===== config.mk =====
export PLATFORM = sky130hd
export DESIGN_NAME = tdm_demux
export DESIGN_NICKNAME = d
export VERILOG_FILES = /design/src/rtl/tdm_demux.sv
export SDC_FILE = /design/constraint.sdc
export NUM_CORES = 1
export LEC_CHECK = 0
export BUFFER_PORTS_ARGS = -buffer_cell sky130_fd_sc_hd__buf_4
export CAP_MARGIN = 20
export CORE_MARGIN = 4
export CORE_UTILIZATION = 52
export CTS_CLUSTER_SIZE = 25
export DETAILED_ROUTE_END_ITERATION = 7
export PLACE_DENSITY = 0.78
export SYNTH_ARGS = -nofsm -noshare
export SYNTH_HDL_FRONTEND = slang
export SYNTH_SLANG_ARGS = --single-unit

===== constraint.sdc =====
create_clock -name clk -period 2.4 [get_ports clk]
set_input_delay 0.12 -clock clk [delete_from_list [all_inputs] [get_ports clk]]
set_output_delay 0.12 -clock clk [all_outputs]
set_load 0.01 [all_outputs]

===== src/rtl/tdm_demux.sv =====
// Receive side of the TDM serial link: finds frame alignment from the start
// marker, steers each bit into its channel slot and publishes whole frames.
module tdm_demux #(
  parameter int CHANNELS  = 4,
  parameter int SLOT_BITS = 8
) (
  input  logic                          clk,
  input  logic                          rst,
  input  logic                          din,
  input  logic                          din_valid,
  input  logic                          frame_start,
  output logic [CHANNELS*SLOT_BITS-1:0] ch_data,
  output logic                          frame_valid,
  output logic                          sync_err,
  output logic                          locked
);

  localparam int FRAME_BITS = CHANNELS * SLOT_BITS;
  localparam int CNT_W      = (FRAME_BITS > 1) ? $clog2(FRAME_BITS) : 1;

  localparam logic [CNT_W-1:0] CNT_ZERO = '0;
  localparam logic [CNT_W-1:0] CNT_ONE  = CNT_W'(1);
  localparam logic [CNT_W-1:0] CNT_LAST = CNT_W'(FRAME_BITS - 1);

  localparam logic [0:0] HUNT = 1'b0;
  localparam logic [0:0] RUN  = 1'b1;

  logic [0:0]            state_q, state_d;
  logic [CNT_W-1:0]      cnt_q, cnt_d;
  logic [FRAME_BITS-1:0] sh_q, sh_d;
  logic [FRAME_BITS-1:0] ch_data_q, ch_data_d;
  logic                  frame_valid_q, frame_valid_d;
  logic                  sync_err_q, sync_err_d;
  logic                  locked_q, locked_d;

  // Frame bit k lands in channel k/SLOT_BITS, MSB first within the slot.
  function automatic logic [CNT_W-1:0] bit_pos(input logic [CNT_W-1:0] k);
    int unsigned ki;
    ki = 32'(k);
    return CNT_W'((ki / SLOT_BITS) * SLOT_BITS + (SLOT_BITS - 1) - (ki % SLOT_BITS));
  endfunction

  always_comb begin
    // NOTE: every next-state value gets a default first, so no path through
    // the branches below can leave one unassigned and infer a latch.
    state_d       = state_q;
    cnt_d         = cnt_q;
    sh_d          = sh_q;
    ch_data_d     = ch_data_q;
    frame_valid_d = 1'b0;
    sync_err_d    = 1'b0;
    locked_d      = locked_q;

    if (din_valid) begin
      case (state_q)
        HUNT: begin
          if (frame_start) begin
            sh_d                   = '0;
            sh_d[bit_pos(CNT_ZERO)] = din;
            cnt_d                  = CNT_ONE;
            state_d                = RUN;
          end
        end

        RUN: begin
          if (frame_start && (cnt_q != CNT_ZERO)) begin
            // Early marker: abandon the partial frame and restart on this bit.
            sync_err_d             = 1'b1;
            locked_d               = 1'b0;
            sh_d                   = '0;
            sh_d[bit_pos(CNT_ZERO)] = din;
            cnt_d                  = CNT_ONE;
          end else if (!frame_start && (cnt_q == CNT_ZERO)) begin
            sync_err_d = 1'b1;
            locked_d   = 1'b0;
            state_d    = HUNT;
          end else begin
            sh_d[bit_pos(cnt_q)] = din;
            if (cnt_q == CNT_LAST) begin
              // Publish the frame including the bit captured on this beat.
              ch_data_d     = sh_d;
              frame_valid_d = 1'b1;
              locked_d      = 1'b1;
              cnt_d         = CNT_ZERO;
            end else begin
              cnt_d = cnt_q + CNT_ONE;
            end
          end
        end

        default: state_d = HUNT;
      endcase
    end
  end

  always_ff @(posedge clk) begin
    // NOTE: state updates use non-blocking assignments so every register
    // samples the pre-edge values; the shift register is reset too, so a
    // reset mid-frame leaves no stale bits behind.
    if (rst) begin
      state_q       <= HUNT;
      cnt_q         <= '0;
      sh_q          <= '0;
      ch_data_q     <= '0;
      frame_valid_q <= 1'b0;
      sync_err_q    <= 1'b0;
      locked_q      <= 1'b0;
    end else begin
      state_q       <= state_d;
      cnt_q         <= cnt_d;
      sh_q          <= sh_d;
      ch_data_q     <= ch_data_d;
      frame_valid_q <= frame_valid_d;
      sync_err_q    <= sync_err_d;
      locked_q      <= locked_d;
    end
  end

  assign ch_data     = ch_data_q;
  assign frame_valid = frame_valid_q;
  assign sync_err    = sync_err_q;
  assign locked      = locked_q;

endmodule


* After elaboration in Yosys (flattened, before gate mapping) *
Cells that the tools add are included.

storage, ports and cells
  register bits = 73
  input port bits = 5
  output and inout port bits = 35
  logic and storage cells = 53

cells by class
  add/sub/neg operators = 3
  $lt $le $gt $ge = 2
  equality and inequality tests = 3
  multiplexer cells = 22
  bitwise gates (word level) = 4
  reductions and logical operators = 12

operator list
  cell                                                                                 number
  32-bit two-way mux                                                                   3
  32-bit case mux with 2 select lines                                                  1
  32-bit bitwise mux                                                                   1
  5-bit two-way mux                                                                    4
  1-bit two-way mux                                                                    10
  5-bit case mux with 2 select lines                                                   1
  5-bit by 6-bit < comparator with 1-bit output, second input constant                 1
  3-bit AND reduction                                                                  2
  5-bit by 1-bit adder with 5-bit output, second input constant                        1
  5-bit by 3-bit adder with 5-bit output, second input constant                        1
  1-bit demux with 5-bit select                                                        1
  5-bit equality test, second input constant                                           1
  5-bit by 1-bit greater-or-equal comparator with 1-bit output, second input constant  1
  5-bit logical NOT                                                                    1
  5-bit AND reduction                                                                  1
  5-bit nonzero test                                                                   1
  5-bit OR reduction                                                                   1
  5-bit by 3-bit subtractor with 5-bit output                                          1
  1-bit inverter                                                                       4
  1-bit logical AND                                                                    3
  3-bit != test, second input constant                                                 1
  3-bit nonzero test                                                                   1
  3-bit OR reduction                                                                   1
  2-bit != test, second input constant                                                 1
  other kinds (2)                                                                      2

* Depth between registers and ports, before layout *
Gate-level depths: netlist (run 1).

  word-level depth = 10
  depth in mapped cells = 10
  gate-level depth less buffers = 8

* Worst setup path before layout (run 1) *
Ideal clock, no wire load.

  path kind = reg-to-reg
  start = register cnt_q[0]
  end = register sh_q[3]
  library setup time = 0.070 ns
  arrival time = 2.299 ns
  data required time = 2.330 ns
  setup slack = 0.030 ns
  stages on the path, launching flop included = 9
  path buffers = 2
  clock period less this slack = 2.370 ns
  cell sequence = dfxtp_1 -> inv_1 -> ha_1 -> or4b_4 -> ha_1 -> or4_1 -> clkbuf_1 -> buf_2 -> o2bb2ai_1

between the ends
  word-level cells in the longest chain between the ends = 9
  elaborated cells on any way between the ends = 16
  those cells by class = add/sub: 1; order compare: 2; eq/ne: 1; mux: 6; reduce/logical: 6

ends and longest elaborated chain
  item                                                                                                                                                 line  RTL
  start, declared                                                                                                                                      29    logic [CNT_W-1:0] cnt_q, cnt_d;
  start signal, assigned                                                                                                                               110   cnt_q <= cnt_d;
  5-bit by 3-bit subtractor with 5-bit output                                                                                                          40    return CNT_W'((ki / SLOT_BITS) * SLOT_BITS + (SLOT_BITS - 1) - (ki % SLOT_BITS));
  5-bit by 6-bit < comparator with 1-bit output (implied by the code) or 5-bit by 1-bit greater-or-equal comparator with 1-bit output (tied branches)  78    sh_d[bit_pos(cnt_q)] = din;
  1-bit logical AND (implied by the code)                                                                                                              78
  1-bit two-way mux (implied by the code)                                                                                                              78
  1-bit demux with 5-bit select                                                                                                                        78
  32-bit bitwise mux                                                                                                                                   78
  32-bit two-way mux                                                                                                                                   73    end else if (!frame_start && (cnt_q == CNT_ZERO)) begin
  32-bit two-way mux                                                                                                                                   66    if (frame_start && (cnt_q != CNT_ZERO)) begin
  32-bit case mux with 2 select lines                                                                                                                  55    case (state_q)
  end signal, assigned                                                                                                                                 103   sh_q <= '0;
  end signal, assigned                                                                                                                                 111   sh_q <= sh_d;
  end, declared                                                                                                                                        30    logic [FRAME_BITS-1:0] sh_q, sh_d;

Several ways; a longest one is shown, not always the timed one. The select of a mux whose other input is x is not followed.
A chain may end at the register's enable or synchronous reset.

* Worst setup path in the final report (run 1) *
  start = register cnt_q[0]
  end = register sh_q[1]

Same word-level chain as after synthesis.

==> results.cfg, run 1 <==
[clock_tree]
hold_buffers = 0
cts_tree = built
cts_setup_buffers = 0
cts_num_sinks = 73
clock_latency_ns = 0.34
clkTransAtPathRegs_ns = 0.07
cts_resized = 0
htree_num_levels = 3
cts_made_buffers = 9
root_buffer = clkbuf_8
cts_buffer_depth = 2

[placed_design]
gp_congestion = 0.8764
hpwl_um = 4206
port_buffers = 39

[synthesis]
synth_fp_nets = 337
synth-main-ff-cell = dfxtp_1
avgSynthCellArea_um2 = 10.10
ys_types = 34
synth_area_um2 = 3272
ys_ff_latch = 73
synthArstFlopShare = 0
syn_inst = 324
synth-edff-count = 0
ys_seq_area_frac = 0.4467
yosysWarnings = 0

[power]
p_leak_nw = 1.401
ir_worst_vdd_mv = 0.4613
p_per_area_nw_per_um2 = 592.6
p_total_w = 0.002281

[routing]
routed_via_density = 5.914
drt-pass1-iter-count = 4
post-route-drc-count = 0
wl_um = 6890
wire_per_inst_um = 16.02
vias = 2543
drtAntennaViolNets = 0
drt_iter0_drc = 184

[timing]
hold-worst-slack_ns = 0.03827
drv_slew = 0
setup_viol = 0
rsz0062_at_grt = no
finClkSkew_ns = 0.006113
setup_tns_ns = 0
fin_crit_ns = 2.310
final-hold-violation-count = 0
worst_pin_slew_ns = 0.6667
period_share = 0.9624
max_clock_freq_ghz = 0.4329
max-slew-margin-rel = 0.5508

[die]
die_h_um = 87.32
rows = 28
dieArea_um2 = 7625
core_area_um2 = 6026
ios = 40
initial_core_util = 0.5430
die_w_um = 87.32

[worst_hold_path]
min_path_type = in -> reg
hold_end = state_q
hold_depth = 2
min-delay-start = din_valid

[final_layout]
synthToLayoutAreaGrowth_pct = 17.63
final_util = 0.6387
final_common_cell = dfxtp_1
nets = 364
n_antenna_cell = 0
layout_common_cells = dfxtp_1, buf_4, nor2_1
drive_gt1_frac = 0.2394

[setup_path]
rr_endpoint = sh_q[1]
worst_ep_required_time_ns = 2.67
crit_path_end_kind = flop
worst_setup_path_start_kind = flop
r2r_cells = 7
r2r-start = cnt_q[0]
arrival_ns = 2.58
critical_path_class = reg -> reg
r2r_slack_ns = 0.09
cp_max_fo = 31

[global_route]
grt_usage = 0.1906
grt_pass1_wl_um = 11580
grt_pass1_vias = 2364
grt_max_degree = 46
antenna_found_initial = 0
overflow = 0

[flow_run]
drv_cap = 0

[status]
status = complete, no violations
[critical path, cell delays in order (launching register included)]
cell	delay, ns
dfxtp_1	0.31
inv_1	0.08
ha_1	0.17
or4b_4	0.50
ha_2	0.24
or4_1	0.55
buf_6	0.21
o2bb2ai_1	0.17
[final cells by class]
cell class,count,area (um2)
clock buffers,10,137.6
clock inverters,5,56.30
fillers,485,2177
inverters,8,30.03
multi-input cells,208,1645
flip-flops and latches,73,1461
well taps,75,93.84
repair buffers,51,424.2
[metrics by stage]
| stage | worst slack [ns] | cells | instance area [um2] |
|---|---|---|---|
| CTS | 0.02238 | 430 | 3837 |
| finish | 0.09023 | 430 | 3849 |
| detailed placement | 0.04366 | 415 | 3643 |
| global route | 0.004822 | 430 | 3849 |
| global placement | 0.1577 | 415 | 3643 |
| floorplan | 0.03049 | 324 | 3272 |
[cells in the mapped netlist (7+ instances only)]
| cell type | number | area, um2 |
|---|---|---|
| inv_1 | 8 | 30.03 |
| nor2_1 | 33 | 123.9 |
| dfxtp_1 | 73 | 1461 |
| o2bb2ai_1 | 31 | 271.5 |
| clkbuf_1 | 19 | 71.32 |
| ha_1 | 8 | 100.1 |
| buf_2 | 13 | 65.06 |
| a211oi_1 | 32 | 240.2 |
| nand2_1 | 7 | 26.28 |
| nand4b_1 | 12 | 105.1 |
| and4bb_2 | 13 | 162.7 |
| mux2i_1 | 32 | 320.3 |
[sequential cells by signal, indices dropped and copies added (netlist names)]
signal / flops
ch_data: 32
cnt_q: 5
frame_valid: 1
locked: 1
sh_q: 32
state_q: 1
sync_err: 1
[power breakdown]
group	switching [W]	internal, W
Combinational	0.0000791	0.0000409
Sequential	0.00000519	0.00121
Clock	0.000440	0.000501
[cells by family (layout without fill, tap and decap cells)]
group / count (synthesis) / count (layout) / synth area share
simple gates: 88 / 88 / 0.1782
mux: 32 / 32 / 0.09790
compound gates: 80 / 80 / 0.1924
flops: 73 / 73 / 0.4467
fa+ha+maj: 8 / 8 / 0.03059
buf+inv: 43 / 74 / 0.05430
[how the worst max path moves through the flow]
stage / slack [ns] / from / cells after the start / end
final: 0.09 / cnt_q[0] / 7 / sh_q[1]
after global routing: 0.005 / cnt_q[1] / 9 / sh_q[3]
after CTS: 0.02 / cnt_q[0] / 7 / sh_q[1]
after detailed placement: 0.04 / cnt_q[0] / 7 / sh_q[1]
after global placement: 0.16 / cnt_q[0] / 7 / sh_q[30]
after floorplan: 0.03 / cnt_q[0] / 8 / sh_q[3]
[routing by layer]
metal  global-route usage  vias up  part of all wire
li1                     -     1275                 -
met1               0.2743     1205              0.50
met2               0.2712       51              0.44
met3              0.03500       12             0.039
met4              0.09344        0             0.017
met5                    0        -                 0
Note: power is estimated with default switching activity, not from simulation.
==> run 2: changes to the inputs <==
--- a/config.mk
+++ b/config.mk
@@ -7,11 +7,13 @@
 export LEC_CHECK = 0
 export BUFFER_PORTS_ARGS = -buffer_cell sky130_fd_sc_hd__buf_4
 export CAP_MARGIN = 20
+export CELL_PAD_IN_SITES_DETAIL_PLACEMENT = 1
+export CELL_PAD_IN_SITES_GLOBAL_PLACEMENT = 1
 export CORE_MARGIN = 4
-export CORE_UTILIZATION = 52
+export CORE_UTILIZATION = 40
 export CTS_CLUSTER_SIZE = 25
 export DETAILED_ROUTE_END_ITERATION = 7
-export PLACE_DENSITY = 0.78
+export PLACE_DENSITY = 0.77
 export SYNTH_ARGS = -nofsm -noshare
 export SYNTH_HDL_FRONTEND = slang
 export SYNTH_SLANG_ARGS = --single-unit
==> run 2 against run 1 <==
Effect of this change: fmax grew 0.21%; sequential cell count unchanged; non-clock buffer count did not move; combinational power is essentially flat; setup slack improved by 0.0049 ns; die area rose by 27%; critical path type unchanged; clock-buffer cell count shrank 1; final area grew 1.9%; critical endpoint is now sh_q[9].
==> results.cfg, run 2 (synthesized netlist as in run 1, its figures left out) <==
[clock_tree]
clock_latency_ns = 0.35
htree_num_levels = 3
root_buffer = clkbuf_8
cts_made_buffers = 9
hold_buffers = 0
cts_buffer_depth = 2
cts_num_sinks = 73
clkTransAtPathRegs_ns = 0.08
cts_tree = built

[setup_path]
crit_buf_inv = 2
cp_max_fo = 31
crit_path_end_kind = flop
cp_top_family = simple AND/OR/NAND/NOR gates
worst_ep_required_time_ns = 2.68
critical_path.cell_chain = inv_1 > ha_1 > or4b_4 > ha_2 > or4_1 > buf_12 > o2bb2ai_1
cpPeakStageDelay_ns = 0.58
critPathSlowestCell = or4_1
worst_setup_path_start_kind = flop
critical_path_class = reg -> reg
arrival_ns = 2.58

[timing]
fin_crit_ns = 2.305
finClkSkew_ns = 0.005235
period_share = 0.9603
setup_viol = 0
rsz0062_at_grt = no
worst_pin_slew_ns = 0.6653
drv_slew = 0
hold-worst-slack_ns = 0.04640
setup_tns_ns = 0
max_clock_freq_ghz = 0.4339
max-slew-margin-rel = 0.5518
final-hold-violation-count = 0

[final_layout]
synthToLayoutAreaGrowth_pct = 19.81
layout_common_cells = dfxtp_1, buf_4, nor2_1
nets = 364
drive_gt1_frac = 0.2388
final_util = 0.4995
n_antenna_cell = 0
final_common_cell = dfxtp_1
final_cells = 458

[placed_design]
hpwl_um = 4925
placed_cells = 442
gp_congestion = 0.8553
port_buffers = 39

[global_route]
antenna_found_initial = 0
grt_usage = 0.1674
grt_pass1_wl_um = 13360
overflow = 0
grt_max_degree = 46
grt_pass1_vias = 2658

[power]
power.share.clock = 0.447
switching_share = 0.2366
p_int_w = 0.001850
netSwitchingPower_w = 0.0005734
ir_worst_vdd_mv = 0.3387
combPwrFrac = 0.049
p_leak_nw = 1.412
p_per_area_nw_per_um2 = 618.2
seqPwrFrac = 0.503

[die]
ios = 40
die_w_um = 98.44
dieArea_um2 = 9690
core_area_um2 = 7848
rows = 32
initial_core_util = 0.4169
die_h_um = 98.44

[worst_hold_path]
min_path_type = in -> reg

[routing]
post-route-drc-count = 0
wire_per_inst_um = 16.75
wl_um = 7672
drt_iter0_drc = 130
drtAntennaViolNets = 0
drt-pass1-iter-count = 4
vias = 2620
routed_via_density = 5.721

[status]
status = complete, no violations

[flow_run]
drv_cap = 0
-- run 2: layout make-up --
cell class,instances,area (um2)
Timing Repair Buffer,51,432.9
Sequential cell,73,1461
Fill cell,903,3928
Clock inverter,7,102.6
Clock buffer,9,123.9
Multi-Input combinational cell,208,1642
Inverter,8,30.03
Tap cell,102,127.6
-- run 2: timing repair --
item / 4_1_cts / 5_1_grt
endpoints found under the hold margin: 0 / 0
resized for setup: 0 / 2
endpoints found under the setup margin: 0 / 37
setup buffers: 0 / 0
-- run 2: path summary, 6_finish.rpt --
kind,startpoint,end,slack [ns],cells past startpoint
max,cnt_q[0],sh_q[9],0.1,7
min reg2reg,sh_q[26],sh_q[26],0.46,1
min,din_valid,state_q,0.05,2
max reg2reg,cnt_q[0],sh_q[9],0.1,7
-- run 2: routing by layer --
metal  routed length [um]  share of wire  global-route usage
met1                 3623           0.47              0.2248
met5                    0              0                   0
met2                 3747           0.49              0.2694
met3                  202          0.026             0.03043
met4                   99          0.013             0.06197
-- run 2: power by group through the flow --
stage,registers (W),clock network (W),logic (W)
2_1_floorplan,0.00125,0,0.0000795
3_3_place_gp,0.00125,0,0.000115
3_5_place_dp,0.00125,0,0.000118
4_1_cts,0.00122,0.00111,0.000119
5_1_grt,0.00122,0.00118,0.000131
6_report,0.00122,0.00108,0.000119
-- run 2: stage by stage --
step | power (W) | setup WS (ns) | area (um2)
after CTS | 0.002452 | 0.03036 | 3916
after floorplan | 0.001326 | 0.03049 | 3272
final | 0.002423 | 0.09517 | 3920
after global routing | 0.002528 | 0.008396 | 3920
after global placement | 0.001363 | 0.1547 | 3690
after detailed placement | 0.001366 | 0.04842 | 3690
==> run 3: changes to the inputs <==
--- a/config.mk
+++ b/config.mk
@@ -9,11 +9,14 @@
 export CAP_MARGIN = 20
 export CELL_PAD_IN_SITES_DETAIL_PLACEMENT = 1
 export CELL_PAD_IN_SITES_GLOBAL_PLACEMENT = 1
+export CORE_ASPECT_RATIO = 1.5
 export CORE_MARGIN = 4
 export CORE_UTILIZATION = 40
 export CTS_CLUSTER_SIZE = 25
 export DETAILED_ROUTE_END_ITERATION = 7
+export MAX_ROUTING_LAYER = met4
 export PLACE_DENSITY = 0.77
+export SKIP_LAST_GASP = 1
 export SYNTH_ARGS = -nofsm -noshare
 export SYNTH_HDL_FRONTEND = slang
 export SYNTH_SLANG_ARGS = --single-unit
==> run 3 against run 2 <==
Effect of this change: sequential cell count stayed put; sequential share of layout area fell by 0.68 points; clock skew down 0.00059 ns; final cell count rose by 0.66%; critical path depth unchanged; fmax up 1.3%; register-to-register slack improved by 0.03 ns; final area grew 1.9%; die area rose by 0.31%; combinational power grew 13%; global-route usage is 1.5 points higher; via count up 0.34%; critical path type unchanged; critical endpoint is now sh_q[2]; highest routed layer unchanged.
==> results.cfg, run 3 (synthesized netlist as in run 1, its figures left out) <==
[status]
status = complete, no violations

[final_layout]
final_cell_area_um2 = 3993
nFillCells = 870
final_common_cell = dfxtp_1
nets = 366
drive_gt1_frac = 0.2360
synthToLayoutAreaGrowth_pct = 22.03
n_antenna_cell = 0
layout_common_cells = dfxtp_1, buf_4, nor2_1

[clock_tree]
clkTransAtPathRegs_ns = 0.05
cts_tree = built
cts_num_sinks = 73
clock_latency_ns = 0.33
htree_num_levels = 3
hold_buffers = 0
cts_buffer_depth = 2
cts_made_buffers = 9
root_buffer = clkbuf_16

[routing]
drt-pass1-iter-count = 4
wl_um = 8073
drt_iter0_drc = 117
routed_via_density = 5.703
wire_per_inst_um = 17.51
vias = 2629
post-route-drc-count = 0
drtAntennaViolNets = 0

[setup_path]
critical_path.cell_chain = inv_1 > ha_1 > or4b_4 > ha_2 > or4_4 > buf_12 > o2bb2ai_1
cp_top_family = simple AND/OR/NAND/NOR gates
cpPeakStageDelay_ns = 0.56
critPathSlowestCell = or4_4
crit_path_end_kind = flop
critical_path_class = reg -> reg
cp_max_fo = 31
arrival_ns = 2.53
worst_setup_path_start_kind = flop
crit_buf_inv = 2
worst_ep_required_time_ns = 2.65

[timing]
fin_ws_ns = 0.1247
drv_slew = 0
fin_crit_ns = 2.275
worst_pin_slew_ns = 0.6030
finClkSkew_ns = 0.004641
setup_viol = 0
max-slew-margin-rel = 0.5938
final-hold-violation-count = 0
rsz0062_at_grt = no
setup_tns_ns = 0
max_clock_freq_ghz = 0.4395
period_share = 0.9480

[placed_design]
placed_area_um2 = 3694
gp_congestion = 0.8255
pre_cts_ws_ns = 0.07364
hpwl_um = 4942
port_buffers = 39

[global_route]
grt_max_degree = 46
grt_pass1_wl_um = 13390
antenna_found_initial = 0
grt_pass1_vias = 2700
grt_usage = 0.1826
overflow = 0

[die]
initial_core_util = 0.4086
rows = 40
die_h_um = 118.8
ios = 40
dieArea_um2 = 9721
core_area_um2 = 8008
die_w_um = 81.85

[worst_hold_path]
min_path_type = in -> reg

[power]
switching_share = 0.2208
power.share.clock = 0.459
p_per_area_nw_per_um2 = 628.0
ir_worst_vdd_mv = 0.4430
combPwrFrac = 0.054
p_leak_nw = 1.446
netSwitchingPower_w = 0.0005536
p_int_w = 0.001954
seqPwrFrac = 0.488

[flow_run]
drv_cap = 0
==> run 3: worst paths after layout <==
| kind | endpoint | cells past startpoint | startpoint | slack (ns) |
|---|---|---|---|---|
| setup / recovery | sh_q[2] | 7 | cnt_q[1] | 0.12 |
| hold / removal | state_q | 2 | din_valid | 0.06 |
| setup reg to reg | sh_q[2] | 7 | cnt_q[1] | 0.12 |
| hold reg to reg | sh_q[20] | 1 | sh_q[20] | 0.46 |
==> run 3: worst reg2reg max path, stage by stage, from the launching register on <==
cell,delay [ns]
dfxtp_1,0.31
inv_1,0.08
ha_1,0.16
or4b_4,0.50
ha_2,0.24
or4_4,0.56
buf_12,0.18
o2bb2ai_1,0.18
==> run 3: what timing repair did <==
| item | 4_1_cts | 5_1_grt |
|---|---|---|
| buffers inserted | 0 | 1 |
| setup endpoints to repair | 0 | 36 |
| resized for setup | 0 | 7 |
==> run 3: layer usage <==
layer / track usage / share of wire
met5: - / 0
met4: 0.1071 / 0.024
met3: 0.02820 / 0.030
met2: 0.2966 / 0.52
met1: 0.2064 / 0.42
==> run 3: power groups by stage <==
stage	Clock, W	Combinational [W]	Sequential (W)
2_1_floorplan	0	0.0000795	0.00125
3_3_place_gp	0	0.000117	0.00125
3_5_place_dp	0	0.000120	0.00125
4_1_cts	0.00118	0.000122	0.00122
5_1_grt	0.00123	0.000147	0.00122
6_report	0.00115	0.000135	0.00122
==> run 3: final cells by class <==
type                            instances  area [um2]  area share
Sequential cell                        73        1461      0.3660
Clock buffer                           13       240.2     0.06017
Multi-Input combinational cell        208        1655      0.4146
Inverter                                8       30.03    0.007521
Tap cell                              105       131.4     0.03291
Timing Repair Buffer                   53       469.2      0.1175
Clock inverter                          1       5.005    0.001254
==> run 3: stage by stage <==
stage	cells	hold WS (ns)	total power, W	util
after global routing	461	0.07019	0.002600	0.4986
after global placement	445	0.3951	0.001365	0.4613
after CTS	459	0.04565	0.002529	0.4919
after floorplan	324	0.3342	0.001326	-
after detailed placement	445	0.4018	0.001369	0.4613
final	461	0.06374	0.002507	0.4986
